==> src/rtl/timer_incr_sched_pkg.sv <==
// Shared internal definitions for the timer increment scheduler.
//   reg_t         : register-file target selector
//   REG_*         : selector encodings used by the scheduler
//   sched_state_t : scheduler FSM states
//   TIMER_MAX     : last count value of a 14-bit timer before wrap
package internal_defines;

   typedef logic [3:0] reg_t;

   localparam reg_t REG_ZERO  = 4'h0;
   localparam reg_t REG_TIME1 = 4'hC;
   localparam reg_t REG_TIME2 = 4'hD;

   typedef enum logic [1:0] {
      IDLE = 2'd0,
      T1   = 2'd1,
      T2   = 2'd2
   } sched_state_t;

   localparam int TIMER_MAX = 16383;

   function automatic logic is_timer_reg(input reg_t sel);
      return (sel == REG_TIME1) || (sel == REG_TIME2);
   endfunction

endpackage

==> src/rtl/timer_incr_sched_if.sv <==
// Write-port bundle between pipeline writeback, scheduler and register file.
//   pipe_wr1_en/sel             : pipeline port 1 (only watched for timer writes)
//   pipe_wr2_en/sel/data        : pipeline port 2 request
//   rf_wr2_en/sel/data          : register-file port 2 after arbitration
// master = pipeline/register-file side, slave = scheduler.
interface timer_incr_sched_if;

   logic                     pipe_wr1_en;
   internal_defines::reg_t   pipe_wr1_sel;
   logic                     pipe_wr2_en;
   internal_defines::reg_t   pipe_wr2_sel;
   logic [14:0]              pipe_wr2_data;
   logic                     rf_wr2_en;
   internal_defines::reg_t   rf_wr2_sel;
   logic [14:0]              rf_wr2_data;

   modport master (
      output pipe_wr1_en, pipe_wr1_sel, pipe_wr2_en, pipe_wr2_sel, pipe_wr2_data,
      input  rf_wr2_en, rf_wr2_sel, rf_wr2_data
   );

   modport slave (
      input  pipe_wr1_en, pipe_wr1_sel, pipe_wr2_en, pipe_wr2_sel, pipe_wr2_data,
      output rf_wr2_en, rf_wr2_sel, rf_wr2_data
   );

endinterface

==> src/rtl/timer_incr_sched_pend_counter.sv <==
// Saturating up/down counter of pending TIME1 increments.
//   clk, rst   : clock, async active-high reset
//   inc_i      : add one (dropped when already saturated)
//   dec_i      : subtract one (only asserted when count is nonzero)
//   cnt_o      : registered count
//   cnt_d_o    : next-cycle count, used by the FSM to pick its next state
//   drop_o     : sticky flag, set when an increment was dropped at saturation
module pend_counter #(
   parameter int PEND_W = 4
) (
   input  logic              clk,
   input  logic              rst,
   input  logic              inc_i,
   input  logic              dec_i,
   output logic [PEND_W-1:0] cnt_o,
   output logic [PEND_W-1:0] cnt_d_o,
   output logic              drop_o
);

   localparam logic [PEND_W-1:0] CNT_MAX = '1;

   logic [PEND_W-1:0] cnt_q, cnt_d;
   logic              drop_q, drop_d;

   always_comb begin
      cnt_d  = cnt_q;
      drop_d = drop_q;
      if (inc_i && !dec_i) begin
         if (cnt_q == CNT_MAX) drop_d = 1'b1;
         else                  cnt_d  = cnt_q + 1'b1;
      end else if (dec_i && !inc_i) begin
         cnt_d = cnt_q - 1'b1;
      end
   end

   always_ff @(posedge clk or posedge rst) begin
      if (rst) begin
         cnt_q  <= '0;
         drop_q <= 1'b0;
      end else begin
         cnt_q  <= cnt_d;
         drop_q <= drop_d;
      end
   end

   assign cnt_o   = cnt_q;
   assign cnt_d_o = cnt_d;
   assign drop_o  = drop_q;

endmodule

==> src/rtl/timer_incr_sched.sv <==
// Schedules hardware TIME1/TIME2 increments into register-file write port 2.
// Pipeline port-2 writes always win; the scheduler only uses a free slot.
//   clk, rst          : clock, async active-high reset
//   tick              : one-cycle request for one TIME1 increment
//   bus (slave)       : pipeline write ports in, register-file port 2 out
//   time1_q, time2_q  : register taps of TIME1/TIME2
//   t2_ovf            : one-cycle pulse, coincident with the TIME2 wrap commit
//   pend_cnt          : pending TIME1 increments
//   tick_lost         : sticky, a tick was dropped at saturation
//   stall_req         : pipeline bubble request
// Optional build macro TIMER_STARVE_STALL_EN enables stall_req; otherwise it is 0.
//
// state | meaning
// IDLE  | nothing pending
// T1    | TIME1 increments pending (pend_cnt > 0)
// T2    | TIME1 wrapped, carry into TIME2 pending (priority over T1)
module timer_incr_sched
   import internal_defines::*;
#(
   parameter int PEND_W = 4,
   parameter int T_BITS = 14
) (
   input  logic                clk,
   input  logic                rst,
   input  logic                tick,
   timer_incr_sched_if.slave   bus,
   input  logic [T_BITS:0]     time1_q,
   input  logic [T_BITS:0]     time2_q,
   output logic                t2_ovf,
   output logic [PEND_W-1:0]   pend_cnt,
   output logic                tick_lost,
   output logic                stall_req
);

   localparam logic [1:0] S_IDLE = IDLE;
   localparam logic [1:0] S_T1   = T1;
   localparam logic [1:0] S_T2   = T2;
   localparam logic [T_BITS-1:0] T_WRAP = T_BITS'(TIMER_MAX);

   logic [1:0]        state_q, state_d;
   logic              t2_ovf_q;
   logic              slot_free, issue_t1, issue_t2;
   logic              t1_wrap, t2_wrap;
   logic [T_BITS-1:0] t1_inc, t2_inc;
   logic [PEND_W-1:0] pend_d;
   reg_t              sched_sel;
   logic [T_BITS:0]   sched_data;
   logic              unused_tap_msb;

   assign unused_tap_msb = time1_q[T_BITS] ^ time2_q[T_BITS];

   // A software write of a timer on port 1 would race the increment, so hold off.
   assign slot_free = !bus.pipe_wr2_en && !(bus.pipe_wr1_en && is_timer_reg(bus.pipe_wr1_sel));
   assign issue_t2  = (state_q == S_T2) && slot_free;
   assign issue_t1  = (state_q == S_T1) && slot_free;

   assign t1_wrap = (time1_q[T_BITS-1:0] == T_WRAP);
   assign t2_wrap = (time2_q[T_BITS-1:0] == T_WRAP);
   assign t1_inc  = time1_q[T_BITS-1:0] + 1'b1;
   assign t2_inc  = time2_q[T_BITS-1:0] + 1'b1;

   assign sched_sel  = issue_t2 ? REG_TIME2 : REG_TIME1;
   assign sched_data = issue_t2 ? {1'b0, t2_inc} : {1'b0, t1_inc};

   pend_counter #(.PEND_W(PEND_W)) u_pend (
      .clk     (clk),
      .rst     (rst),
      .inc_i   (tick),
      .dec_i   (issue_t1),
      .cnt_o   (pend_cnt),
      .cnt_d_o (pend_d),
      .drop_o  (tick_lost)
   );

   always_comb begin
      bus.rf_wr2_en   = 1'b0;
      bus.rf_wr2_sel  = REG_ZERO;
      bus.rf_wr2_data = '0;
      if (bus.pipe_wr2_en) begin
         bus.rf_wr2_en   = 1'b1;
         bus.rf_wr2_sel  = bus.pipe_wr2_sel;
         bus.rf_wr2_data = bus.pipe_wr2_data;
      end else if (issue_t1 || issue_t2) begin
         bus.rf_wr2_en   = 1'b1;
         bus.rf_wr2_sel  = sched_sel;
         bus.rf_wr2_data = sched_data;
      end
   end

   always_comb begin
      state_d = state_q;
      case (state_q)
         S_IDLE: if (pend_d != '0) state_d = S_T1;
         S_T1: begin
            if (issue_t1) begin
               if (t1_wrap)              state_d = S_T2;
               else if (pend_d == '0)    state_d = S_IDLE;
            end
         end
         S_T2: if (issue_t2) state_d = (pend_d != '0) ? S_T1 : S_IDLE;
         default: state_d = S_IDLE;
      endcase
   end

   always_ff @(posedge clk or posedge rst) begin
      if (rst) begin
         state_q  <= S_IDLE;
         t2_ovf_q <= 1'b0;
      end else begin
         state_q  <= state_d;
         t2_ovf_q <= issue_t2 && t2_wrap;
      end
   end

   assign t2_ovf = t2_ovf_q;

`ifdef TIMER_STARVE_STALL_EN
   localparam logic [PEND_W-1:0] PEND_NEAR_FULL = '1 - 1'b1;

   logic stall_q;

   always_ff @(posedge clk or posedge rst) begin
      if (rst) stall_q <= 1'b0;
      else     stall_q <= ((pend_cnt >= PEND_NEAR_FULL) || (state_q == S_T2)) && !slot_free;
   end

   assign stall_req = stall_q;
`else
   assign stall_req = 1'b0;
`endif

endmodule
==> src/flat_wrapper.sv <==
// flat-port wrapper written by rule: the top's interface ports become plain ports
module timer_incr_sched_flat import internal_defines::*;
#(
   parameter int PEND_W = 4,
   parameter int T_BITS = 14
)
  (clk, rst, tick, time1_q, time2_q, t2_ovf, pend_cnt, tick_lost, stall_req, bus_pipe_wr1_en, bus_pipe_wr1_sel, bus_pipe_wr2_en, bus_pipe_wr2_sel, bus_pipe_wr2_data, bus_rf_wr2_en, bus_rf_wr2_sel, bus_rf_wr2_data);
  timer_incr_sched_if bus_i ();
  input  logic clk;
  input  logic rst;
  input  logic tick;
  input  logic [T_BITS:0] time1_q;
  input  logic [T_BITS:0] time2_q;
  output logic t2_ovf;
  output logic [PEND_W-1:0] pend_cnt;
  output logic tick_lost;
  output logic stall_req;
  input wire logic [$bits(bus_i.pipe_wr1_en)-1:0] bus_pipe_wr1_en;
  input wire logic [$bits(bus_i.pipe_wr1_sel)-1:0] bus_pipe_wr1_sel;
  input wire logic [$bits(bus_i.pipe_wr2_en)-1:0] bus_pipe_wr2_en;
  input wire logic [$bits(bus_i.pipe_wr2_sel)-1:0] bus_pipe_wr2_sel;
  input wire logic [$bits(bus_i.pipe_wr2_data)-1:0] bus_pipe_wr2_data;
  output wire logic [$bits(bus_i.rf_wr2_en)-1:0] bus_rf_wr2_en;
  output wire logic [$bits(bus_i.rf_wr2_sel)-1:0] bus_rf_wr2_sel;
  output wire logic [$bits(bus_i.rf_wr2_data)-1:0] bus_rf_wr2_data;
  assign bus_i.pipe_wr1_en = bus_pipe_wr1_en;
  assign bus_i.pipe_wr1_sel = bus_pipe_wr1_sel;
  assign bus_i.pipe_wr2_en = bus_pipe_wr2_en;
  assign bus_i.pipe_wr2_sel = bus_pipe_wr2_sel;
  assign bus_i.pipe_wr2_data = bus_pipe_wr2_data;
  assign bus_rf_wr2_en = bus_i.rf_wr2_en;
  assign bus_rf_wr2_sel = bus_i.rf_wr2_sel;
  assign bus_rf_wr2_data = bus_i.rf_wr2_data;
  timer_incr_sched #(.PEND_W(PEND_W), .T_BITS(T_BITS)) u_core (.clk(clk), .rst(rst), .tick(tick), .bus(bus_i), .time1_q(time1_q), .time2_q(time2_q), .t2_ovf(t2_ovf), .pend_cnt(pend_cnt), .tick_lost(tick_lost), .stall_req(stall_req));
endmodule
==> config.mk <==
export PLATFORM = sky130hd
export DESIGN_NAME = timer_incr_sched_flat
export DESIGN_NICKNAME = d
export VERILOG_FILES = /design/src/rtl/timer_incr_sched_pkg.sv /design/src/rtl/timer_incr_sched_if.sv /design/src/rtl/timer_incr_sched_pend_counter.sv /design/src/rtl/timer_incr_sched.sv /design/src/flat_wrapper.sv
export SDC_FILE = /design/constraint.sdc
export NUM_CORES = 1
export LEC_CHECK = 0
export CORE_ASPECT_RATIO = 1.1
export CORE_MARGIN = 2
export CORE_UTILIZATION = 38
export CTS_BUF_LIST = sky130_fd_sc_hd__clkbuf_8 sky130_fd_sc_hd__clkbuf_16
export DETAILED_ROUTE_END_ITERATION = 8
export PLACE_DENSITY = 0.79
export SYNTH_ARGS = -nofsm -noshare
export SYNTH_HDL_FRONTEND = slang
export SYNTH_HIERARCHICAL = 1
export SYNTH_SLANG_ARGS = --single-unit
==> constraint.sdc <==
create_clock -name clk -period 4.3 [get_ports clk]
set_input_delay 0.86 -clock clk [delete_from_list [all_inputs] [get_ports clk]]
set_output_delay 0.86 -clock clk [all_outputs]
set_load 0.01 [all_outputs]
==> results.ini <==
[placement]
detailed_place_hpwl_um=3910
gp_congestion=0.888
io_buffers=80
place_ws_ns=-0.120
placed_area_mm2=0.00232

[pwr]
p_leak_nw=0.985
irDropWorstVdd_v=0.0000913
powerDensity_mw_per_mm2=228

[die]
initial_utilization_pct=40.6
coreArea_mm2=0.00339
die_w_um=61.3
fp.dieArea_mm2=0.00411
die_h_um=67.1
rows=22
ioPinCount=85

[timing]
min_period_ns=4.12
maxSlewViolCount=0
fin_ws_ns=0.181
finalSetupViolations=0
fin_skew_ns=0.00280
rsz0062_at_grt=no
fin_crit_sh_pct=95.8
finalHoldViolCount=0
fmax_ghz=0.243

[worst_setup_path]
endpoint_kind=primary output
critical_path_class=in -> out
crit_required_ns=3.44
cpMostUsedCell=nand2_1
cp_slowest_stage_delay_ns=0.48
r2r_cells=10
path_buf_inv=3
cp_slowest_cell=clkdlybuf4s50_1
critical_path.startpoint_type=input pin
arrival_ns=3.26
cp_top_family=buffers and inverters
crit_cells=12
cp_cell_sequence=clkdlybuf4s50_1 -> and4b_2 -> nor2_8 -> nand2_1 -> nand2_1 -> ha_2 -> buf_4 -> nand3_1 -> xor2_1 -> nand2_1 -> a32o_1 -> clkdlybuf4s50_1
cp_max_fo=4

[drt]
drt-initial-drc-count=119
num_vias=1793
via_per_inst=5.45
wirelength_um=4720
route.detailed.drc=0
avgRoutedWirePerCell_um=14.3
first_pass_iters=4
antenna_left=0

[synthesis]
ys_seq_area_share_pct=14.6
synth-seq-cells=8
syn_avg_cell_area_um2=7.39
ys_async_sr_fraction_pct=100
syn_inst=186
synth_nets=247
netlist_top_cells_area=dfrtp_1, nand2_1, mux2i_1
netlist.area_leader.share_pct=14.6
synth_top_cell_by_area=dfrtp_1
synth_edf_count=0
syn-cell-area_mm2=0.00137
synth_cell_type_count=49
synth_top_flop_cell=dfrtp_1
synth-warning-count=6

[cts]
cts_max_path_buffers=2
cts_tree=done
clock_sinks=8
cts_max_level=1
clkLatencyLatePin_ns=0.22
cts-root-buf=clkbuf_8
path_clk_slew_ns=0.04
numCtsBuffers=3

[layout]
drive_above_1_share_pct=13.5
fin_area_mm2=0.00240
antennaDiodeCount=0
utilization_pct=70.9
multiInputGateArea_mm2=0.00109
regArea_um2=200
syn_to_final_growth_pct=74.7
fillerInstances=287
mostFrequentLayoutCells=clkdlybuf4s50_1, nand2_1, buf_4
nNetsFinal=344
final_common_cell=clkdlybuf4s50_1

[global_routing]
grt_max_degree=15
grt_usage_pct=23.1
grt_pass1_wl_um=7380
grt_pass1_vias=1675
globalRouteOverflowTotal=0
antenna_found_initial=0

[flow_run]
cap_violations=0

[min_path]
worstHoldPathCells=2
hp-class=reg -> reg

[status]
outcome=finished, final reports clean

[report_power, final]
group	total [W]	leakage [nW]	internal (W)	switching, W
clock	0.0000858	0.0216	0.0000603	0.0000255
sequential	0.000143	0.0908	0.0000951	0.0000482
combinational	0.000318	0.873	0.000183	0.000135
total	0.000547	0.985	0.000339	0.000209
[synth_stat cells (all sizes together), types with 5 or more instances]
library cell / number
nand2: 33
nand3: 18
inv: 11
mux2i: 10
o21ai: 10
dfrtp: 8
xnor2: 7
xor2: 7
buf: 6
nor2: 6
a21oi: 5
a32o: 5
nor4: 5
[worst min-delay path, stage by stage, from the launching register on]
cell,delay [ns]
dfrtp_1,0.34
inv_1,0.04
o31ai_1,0.06
[layer usage]
layer	track usage [%]	share of wire (%)	up-vias
li1	-	-	885
met1	27.1	40	833
met2	43.2	52	75
met3	4.08	7.8	0
met4	3.19	0	0
met5	0	0	-
[what timing repair did]
item | 4_1_cts | 5_1_grt
hold buffers | 0 | 0
buffers inserted | 0 | 1
endpoints found under the setup margin | 5 | 4
gates resized for setup | 2 | 9
[cell families (layout without fill, tap and decap cells)]
logic type      count (synthesis)  after routing  synth area share [%]
mux                            10             10                  7.29
buf+inv                        20            115                  7.56
compound gates                 42             42                  22.9
fa+ha+maj                       3              3                  2.73
xor+xnor                       14             14                  8.93
flops                           8              8                  14.6
other cells                     1              1                 0.273
simple gates                   88             88                  35.8
[sequential cells by signal (all words and copies together), names as in the netlist]
name and flops:
u_core/state_q 2, u_core/u_pend/drop_o 1, u_core/t2_ovf 1, u_core/u_pend/cnt_o 4
[metrics by stage]
stage / setup TNS, ns / hold WS [ns] / total power [W] / instances
detailed placement: -0.390 / 0.477 / 0.000461 / 325
global placement: -0.404 / 0.458 / 0.000455 / 325
global route: 0 / 0.513 / 0.000587 / 329
floorplan: 0 / 0.503 / 0.000297 / 186
finish: 0 / 0.476 / 0.000547 / 329
CTS: 0 / 0.487 / 0.000551 / 328
[area by class of cell]
type	instances	share of cell area [%]
well taps	48	2.50
clock buffers	3	1.72
inverters	11	1.72
flip-flops and latches	8	8.34
repair buffers	101	40.3
multi-input cells	158	45.4
[final timing paths]
path	end	start	slack, ns
worst min-delay path	u_core/u_pend/drop_o	u_core/u_pend/drop_o	0.48
max in group asynchronous	u_core/u_pend/cnt_o[1]	rst	3.27
worst min register to register	u_core/u_pend/drop_o	u_core/u_pend/drop_o	0.48
min in group asynchronous	u_core/state_q[0]	rst	0.84
worst max-delay path	bus_rf_wr2_data[4]	bus_pipe_wr1_sel[1]	0.18
worst max register to register	u_core/state_q[0]	u_core/state_q[0]	1.73
(Power assumes the default switching activity.)
